**config.mk**
```make
export PLATFORM = sky130hd
export DESIGN_NAME = twiddle_apply_8
export DESIGN_NICKNAME = d
export VERILOG_FILES = /design/src/rtl/twiddle_pkg.sv /design/src/rtl/twiddle_apply_8_cmul.sv /design/src/rtl/twiddle_apply_8.sv
export SDC_FILE = /design/constraint.sdc
export NUM_CORES = 2
export LEC_CHECK = 0
export ABC_AREA = 1
export CAP_MARGIN = 30
export CORE_MARGIN = 8
export CORE_UTILIZATION = 29
export DETAILED_ROUTE_END_ITERATION = 10
export SLEW_MARGIN = 20
export SYNTH_ARGS = -nofsm -noshare
export SYNTH_HDL_FRONTEND = slang
export SYNTH_SLANG_ARGS = --single-unit
```
**constraint.sdc**
```tcl
create_clock -name clk -period 5.7 [get_ports clk]
set_clock_uncertainty 0.15 [all_clocks]
set_input_delay 1.14 -clock clk [delete_from_list [all_inputs] [get_ports clk]]
set_output_delay 1.14 -clock clk [all_outputs]
set_load 0.02 [all_outputs]
```
**src/rtl/twiddle_pkg.sv**
```systemverilog
// Shared constants, twiddle word layout and ROM address generator for the
// 8-point radix-2 DIF twiddle stage.
package twiddle_pkg;

    localparam int unsigned TF_W      = 8;
    localparam int unsigned TF_FRAC   = 6;
    localparam int unsigned FFT_N     = 8;
    localparam int unsigned TF_ADDR_W = 2;
    localparam int unsigned CNT_W     = 3;

    // Packed ROM word: cos in the upper byte, sin in the lower byte (Q1.6)
    typedef struct packed {
        logic signed [TF_W-1:0] c;
        logic signed [TF_W-1:0] s;
    } tf_word_t;

    // Twiddle ROM address for frame index n at the given DIF stage
    function automatic logic [TF_ADDR_W-1:0] tf_addr_calc(input int unsigned stage,
                                                          input logic [CNT_W-1:0] n);
        int unsigned g;
        int unsigned p;
        int unsigned k;
        g = FFT_N >> stage;
        if (g < 2) begin
            k = 0;
        end else begin
            p = 32'(n) % g;
            if (p < g / 2) k = 0;
            else           k = (p - g / 2) << stage;
        end
        return TF_ADDR_W'(k);
    endfunction

endpackage

```
**src/rtl/twiddle_apply_8_cmul.sv**
```systemverilog
// cmul_q6: two-stage pipelined complex multiply by a Q1.6 twiddle with
// round-half-up, and saturation when TWIDDLE_SAT_EN is defined (wrap otherwise).
module cmul_q6
    import twiddle_pkg::*;
#(
    parameter int unsigned DATA_W = 16
) (
    input  logic                     clk,
    input  logic                     rst_n,
    input  logic                     en,
    input  logic                     in_valid,
    input  logic                     in_sof,
    input  logic signed [DATA_W-1:0] in_re,
    input  logic signed [DATA_W-1:0] in_im,
    input  tf_word_t                 tf,
    output logic                     out_valid,
    output logic                     out_sof,
    output logic signed [DATA_W-1:0] out_re,
    output logic signed [DATA_W-1:0] out_im
);

    localparam int unsigned PROD_W = DATA_W + TF_W;
    localparam int unsigned SUM_W  = PROD_W + 1;
    localparam int unsigned RES_W  = SUM_W - TF_FRAC;
    localparam logic signed [SUM_W-1:0] RND = SUM_W'(1 << (TF_FRAC - 1));

    logic                     c_valid;
    logic                     c_sof;
    logic signed [PROD_W-1:0] p_rc, p_is, p_rs, p_ic;
    logic signed [TF_W-1:0]   tf_c_c, tf_s_c;
    logic signed [SUM_W-1:0]  sum_re_c, sum_im_c;
    logic signed [RES_W-1:0]  rnd_re_c, rnd_im_c;
    logic signed [DATA_W-1:0] res_re_c, res_im_c;

    assign tf_c_c = tf.c;
    assign tf_s_c = tf.s;

`ifdef TWIDDLE_SAT_EN
    localparam logic signed [RES_W-1:0] MAX_V = RES_W'({1'b0, {(DATA_W-1){1'b1}}});
    localparam logic signed [RES_W-1:0] MIN_V = ~MAX_V;

    function automatic logic signed [DATA_W-1:0] fit(input logic signed [RES_W-1:0] x);
        if (x > MAX_V)      return MAX_V[DATA_W-1:0];
        else if (x < MIN_V) return MIN_V[DATA_W-1:0];
        else                return x[DATA_W-1:0];
    endfunction
`else
    function automatic logic signed [DATA_W-1:0] fit(input logic signed [RES_W-1:0] x);
        return x[DATA_W-1:0];
    endfunction
`endif

    // Sum, round and fit the registered products
    always_comb begin
        sum_re_c = SUM_W'(p_rc) - SUM_W'(p_is) + RND;
        sum_im_c = SUM_W'(p_rs) + SUM_W'(p_ic) + RND;
        rnd_re_c = RES_W'(sum_re_c >>> TF_FRAC);
        rnd_im_c = RES_W'(sum_im_c >>> TF_FRAC);
        res_re_c = fit(rnd_re_c);
        res_im_c = fit(rnd_im_c);
    end

    // Stage C: register the four partial products
    always_ff @(posedge clk or negedge rst_n) begin
        if (!rst_n) begin
            c_valid <= 1'b0;
            c_sof   <= 1'b0;
            p_rc    <= '0;
            p_is    <= '0;
            p_rs    <= '0;
            p_ic    <= '0;
        end else if (en) begin
            c_valid <= in_valid;
            c_sof   <= in_valid && in_sof;
            if (in_valid) begin
                p_rc <= PROD_W'(in_re) * PROD_W'(tf_c_c);
                p_is <= PROD_W'(in_im) * PROD_W'(tf_s_c);
                p_rs <= PROD_W'(in_re) * PROD_W'(tf_s_c);
                p_ic <= PROD_W'(in_im) * PROD_W'(tf_c_c);
            end
        end
    end

    // Stage D: output register
    always_ff @(posedge clk or negedge rst_n) begin
        if (!rst_n) begin
            out_valid <= 1'b0;
            out_sof   <= 1'b0;
            out_re    <= '0;
            out_im    <= '0;
        end else if (en) begin
            out_valid <= c_valid;
            out_sof   <= c_valid && c_sof;
            if (c_valid) begin
                out_re <= res_re_c;
                out_im <= res_im_c;
            end
        end
    end

endmodule

```
**src/rtl/twiddle_apply_8.sv**
```systemverilog
// twiddle_apply_8: applies 8-point DIF twiddles to a streamed complex sequence.
// Stages: A (sample + ROM address), B (sample delay, ROM word), C/D (cmul_q6).
// Define TWIDDLE_SAT_EN to saturate results instead of wrapping them.
module twiddle_apply_8
    import twiddle_pkg::*;
#(
    parameter int unsigned DATA_W = 16,
    parameter int unsigned STAGE  = 0
) (
    input  logic                     clk,
    input  logic                     rst_n,
    input  logic                     in_valid,
    output logic                     in_ready,
    input  logic                     in_sof,
    input  logic signed [DATA_W-1:0] in_re,
    input  logic signed [DATA_W-1:0] in_im,
    output logic [TF_ADDR_W-1:0]     tf_addr,
    input  logic [2*TF_W-1:0]        tf_in,
    output logic                     out_valid,
    input  logic                     out_ready,
    output logic                     out_sof,
    output logic signed [DATA_W-1:0] out_re,
    output logic signed [DATA_W-1:0] out_im
);

    logic                     stall_c;
    logic                     adv_c;
    logic [CNT_W-1:0]         cnt;
    logic [CNT_W-1:0]         n_c;
    logic                     a_valid, a_sof;
    logic signed [DATA_W-1:0] a_re, a_im;
    logic                     b_valid, b_sof;
    logic signed [DATA_W-1:0] b_re, b_im;
    logic                     tf_stale;
    tf_word_t                 tf_save;
    tf_word_t                 tf_use_c;

    assign stall_c  = out_valid && !out_ready;
    assign adv_c    = !stall_c;
    assign in_ready = adv_c;
    assign n_c      = in_sof ? '0 : cnt;

    // The ROM keeps clocking the held address during a stall, so its output
    // moves on to the stage-A word; keep the stage-B word captured meanwhile.
    assign tf_use_c = tf_stale ? tf_save : tf_word_t'(tf_in);

    // Stage A: accept sample, advance frame counter, issue ROM address
    always_ff @(posedge clk or negedge rst_n) begin
        if (!rst_n) begin
            a_valid <= 1'b0;
            a_sof   <= 1'b0;
            a_re    <= '0;
            a_im    <= '0;
            tf_addr <= '0;
            cnt     <= '0;
        end else if (adv_c) begin
            a_valid <= in_valid;
            a_sof   <= in_valid && in_sof;
            if (in_valid) begin
                a_re    <= in_re;
                a_im    <= in_im;
                tf_addr <= tf_addr_calc(STAGE, n_c);
                cnt     <= n_c + CNT_W'(1);
            end
        end
    end

    // Stage B: delay the sample to line up with the ROM word
    always_ff @(posedge clk or negedge rst_n) begin
        if (!rst_n) begin
            b_valid <= 1'b0;
            b_sof   <= 1'b0;
            b_re    <= '0;
            b_im    <= '0;
        end else if (adv_c) begin
            b_valid <= a_valid;
            b_sof   <= a_valid && a_sof;
            if (a_valid) begin
                b_re <= a_re;
                b_im <= a_im;
            end
        end
    end

    // Capture the stage-B ROM word on the first stalled edge
    always_ff @(posedge clk or negedge rst_n) begin
        if (!rst_n) begin
            tf_stale <= 1'b0;
            tf_save  <= '0;
        end else if (stall_c) begin
            if (!tf_stale) begin
                tf_save  <= tf_word_t'(tf_in);
                tf_stale <= 1'b1;
            end
        end else begin
            tf_stale <= 1'b0;
        end
    end

    cmul_q6 #(
        .DATA_W (DATA_W)
    ) u_cmul (
        .clk       (clk),
        .rst_n     (rst_n),
        .en        (adv_c),
        .in_valid  (b_valid),
        .in_sof    (b_sof),
        .in_re     (b_re),
        .in_im     (b_im),
        .tf        (tf_use_c),
        .out_valid (out_valid),
        .out_sof   (out_sof),
        .out_re    (out_re),
        .out_im    (out_im)
    );

endmodule

```
==> results.md <==
- Top cells by count, synth: nand2_1, inv_1, nor2_1, fa_1, ha_1
- CP cell instances: clkdlybuf4s50_1 > o21ai_4 > buf_4 > nor2_1 > ha_1 > inv_1 > fa_1 > inv_1 > fa_1 > inv_1 > fa_1 > inv_1 > ha_1 > buf_4 > a21oi_1 > o21ai_0 > a21oi_1 > nand3b_1 > nand3_1 > o21ai_0
- Clock-pin slew on the worst setup and hold paths: 0.06 ns
- Finished Cell Area: 34400 um2
- Die width: 329 um
- Sequential cell area fraction in the yosys report: 18.8%
- Fin cells: 5392
- Unrepaired setup endpoints after global routing: true
- Die area: 108000 um2
- # diodes: 0
- CP Max Fanout: 4
- Hold_ws: 0.329 ns
- Ys async rst share: 100%
- Worst-margin pin slew: 0.994 ns
- R2R setup slack: 0.36 ns
- Accumulated negative setup slack: 0 ns
- Maximum buffer depth of the clock tree: 3
- Placed insts: 5334
- Final Hold Viols: 0
- Iter 0 DRT Violations: 1873
- CTS root buf: clkbuf_16
- Crit Reg-Reg Endpoint: u_cmul.p_rs[19]$_DFFE_PN0P_
- DR WL/cell: 16.2 um
- Library cells used by synthesis: 45
- CP Class: in -> reg
- RD Place Congestion: 0.929
- Worst path slowest cell: fa_1
- Post-synth EDFFs: 0
- Via-to-Cell Ratio: 4.55
- Cts bufs inserted: 27
- Area growth from synthesis to layout: 20.8%
- WP depth: 20
- Slew Limit Fails: 0
- First-pass GRT wire length: 139000 um
- CP startpoint kind: input pin
- Status: finished clean
- Max Clock Freq: 180 MHz
- CTS tree: done
- Critical Path Sink: u_cmul.p_is[18]$_DFFE_PN0P_
- Top FF cell, synth: dfrtp_1
- H-tree depth: 1
- Worst R2R Path Depth: 25
- Largest area contributor in the netlist: fa_1
- Top-area cell type share of the netlist area: 27.0%
- Synth area leaders: fa_1, dfrtp_1, ha_1
- Total gr overflow: 0
- Crit path largest cell delay: 0.53 ns
- Crit end category: flip-flop
- Vias in the first global route: 24800
- DRC errors left: 0
- WP data required: 5.96 ns
- Most common cell in the netlist: nand2_1
- CP bufs+invs: 7
- Total Wirelength: 87500 um
- Slew headroom: 33.7%
- YS warnings: 0
- Global-route usage over all layers: 16.1%
- Final #Nets: 4769
- Row count: 115
- Fin crit share: 97.7%
- Synth Instances: 3755
- DP HPWL: 73000 um
- Post-DP Area: 33200 um2
- Crit-path most repeated cell: inv_1
- Via count: 24500
- Critical path's top delay family: adder cells
- Starting density of the core: 29.1%
- Hold Crit Class: reg -> reg
- Post-route ant nets: 0
- Tmin final: 5.57 ns
- Die Y: 329 um
- Worst R2R Start: tf_stale$_DFF_PN0_
- Arrival @ worst endpoint: 5.83 ns
- TritonRoute pass-1 iters: 6
- Largest net degree at the start of global routing: 111
- Core area: 97800 um2
- Avg Inst Size Synth: 7.58 um2
- Final setup fails: 0
- Port Buffers: 89
- Seq cells post-synth: 214
- Mapped Area: 28500 um2
- Initial antenna violation count: 1
- Clk sink count: 214
- CP Launch Point: tf_in[1]
- Fill count: 10400
- Max-Cap Viols: 0
- Worst-skew pair later-pin latency: 0.56 ns
- I/O pins: 90
- Synth Net Count: 4439
- Layout cells sized above 1: 11.2%
-- through the flow --
step                util (%)  setup WS [ns]
global route            35.2        -0.0437
global placement        33.9         -0.578
detailed placement      33.9         -0.615
finish                  35.2          0.130
CTS                     34.8        0.00740
floorplan                  -          0.295
-- registers in the layout, summed over array words and instances (netlist names), 3 cells and up --
register,flops
a_im,16
a_re,16
b_im,16
b_re,16
cnt,3
tf_save,16
u_cmul.out_im,16
u_cmul.out_re,16
u_cmul.p_ic,22
u_cmul.p_is,22
u_cmul.p_rc,22
u_cmul.p_rs,22
-- worst min-delay path by stage --
stage                             startpoint                       endpoint  depth (start not counted)  slack [ns]
6_report       u_cmul.out_im[10]$_DFFE_PN0P_  u_cmul.out_im[10]$_DFFE_PN0P_                          2        0.33
5_1_grt               tf_save[9]$_DFFE_PN0P_         tf_save[9]$_DFFE_PN0P_                          2        0.36
4_1_cts           u_cmul.p_ic[2]$_DFFE_PN0P_     u_cmul.p_ic[2]$_DFFE_PN0P_                          2        0.33
3_5_place_dp          tf_save[0]$_DFFE_PN0P_         tf_save[0]$_DFFE_PN0P_                          2        0.32
3_3_place_gp          tf_save[9]$_DFFE_PN0P_         tf_save[9]$_DFFE_PN0P_                          2        0.31
2_1_floorplan     u_cmul.c_valid$_DFFE_PN0N_   u_cmul.out_valid$_DFFE_PN0N_                          2        0.28
-- worst register-to-register path, delay by kind of cell, from the launching register on --
family                   cells  cell delay (ns)
adder cells (fa/ha/maj)      5             2.16
AND/OR/NAND/NOR             12             1.35
buffers and inverters        8             1.18
flip-flops                   1             0.41
-- what timing repair did --
item                                    in CTS  in global routing
buffers inserted                             0                  6
hold endpoints to repair                     0                  0
gates resized for setup                      0                 59
hold buffers                                 0                  0
endpoints found under the setup margin       0                 36
-- routing by layer --
layer  share of wire, %  track usage, %
met1                 48            23.1
met3                7.5            3.55
met2                 42            24.6
met4                2.7            3.66
met5                  0               0
-- cells by family after synthesis --
kind of cell | count (synthesis) | share of synthesized area (%)
and+or+nand+nor | 1578 | 22.4
buffers and inverters | 926 | 12.7
xor gates and xnor gates | 45 | 1.38
AOI/OAI and AO/OA | 361 | 6.94
adders and majority gates | 631 | 37.8
DFF | 214 | 18.8
-- final cells by class --
type / count / area [um2] / area share (%)
clock inverters: 13 / 180 / 0.524
multi-input cells: 2615 / 19700 / 57.3
well taps: 1287 / 1610 / 4.68
repair buffers: 419 / 3760 / 10.9
clock buffers: 36 / 749 / 2.18
flip-flops and latches: 214 / 5360 / 15.6
inverters: 808 / 3040 / 8.82
-- cells in the final DEF (no fill, tap or decap), types with 8 or more instances in the layout --
master,count
or2_2,12
nand2_2,11
clkdlybuf4s50_1,88
clkbuf_16,28
buf_12,25
o21ai_2,8
nand3_1,145
nor3_1,11
nor2_1,526
nand4_1,28
xnor2_1,34
buf_4,298
xor2_1,9
dfrtp_1,214
ha_1,241
fa_1,381
a31oi_1,16
o21ai_0,187
a21oi_2,12
inv_1,797
a21oi_1,94
nand2_1,795
nand3b_1,20
Power is left out: the tool's default activity adds up to more than one toggle a clock period on the data nets, which glitch-free logic cannot reach.
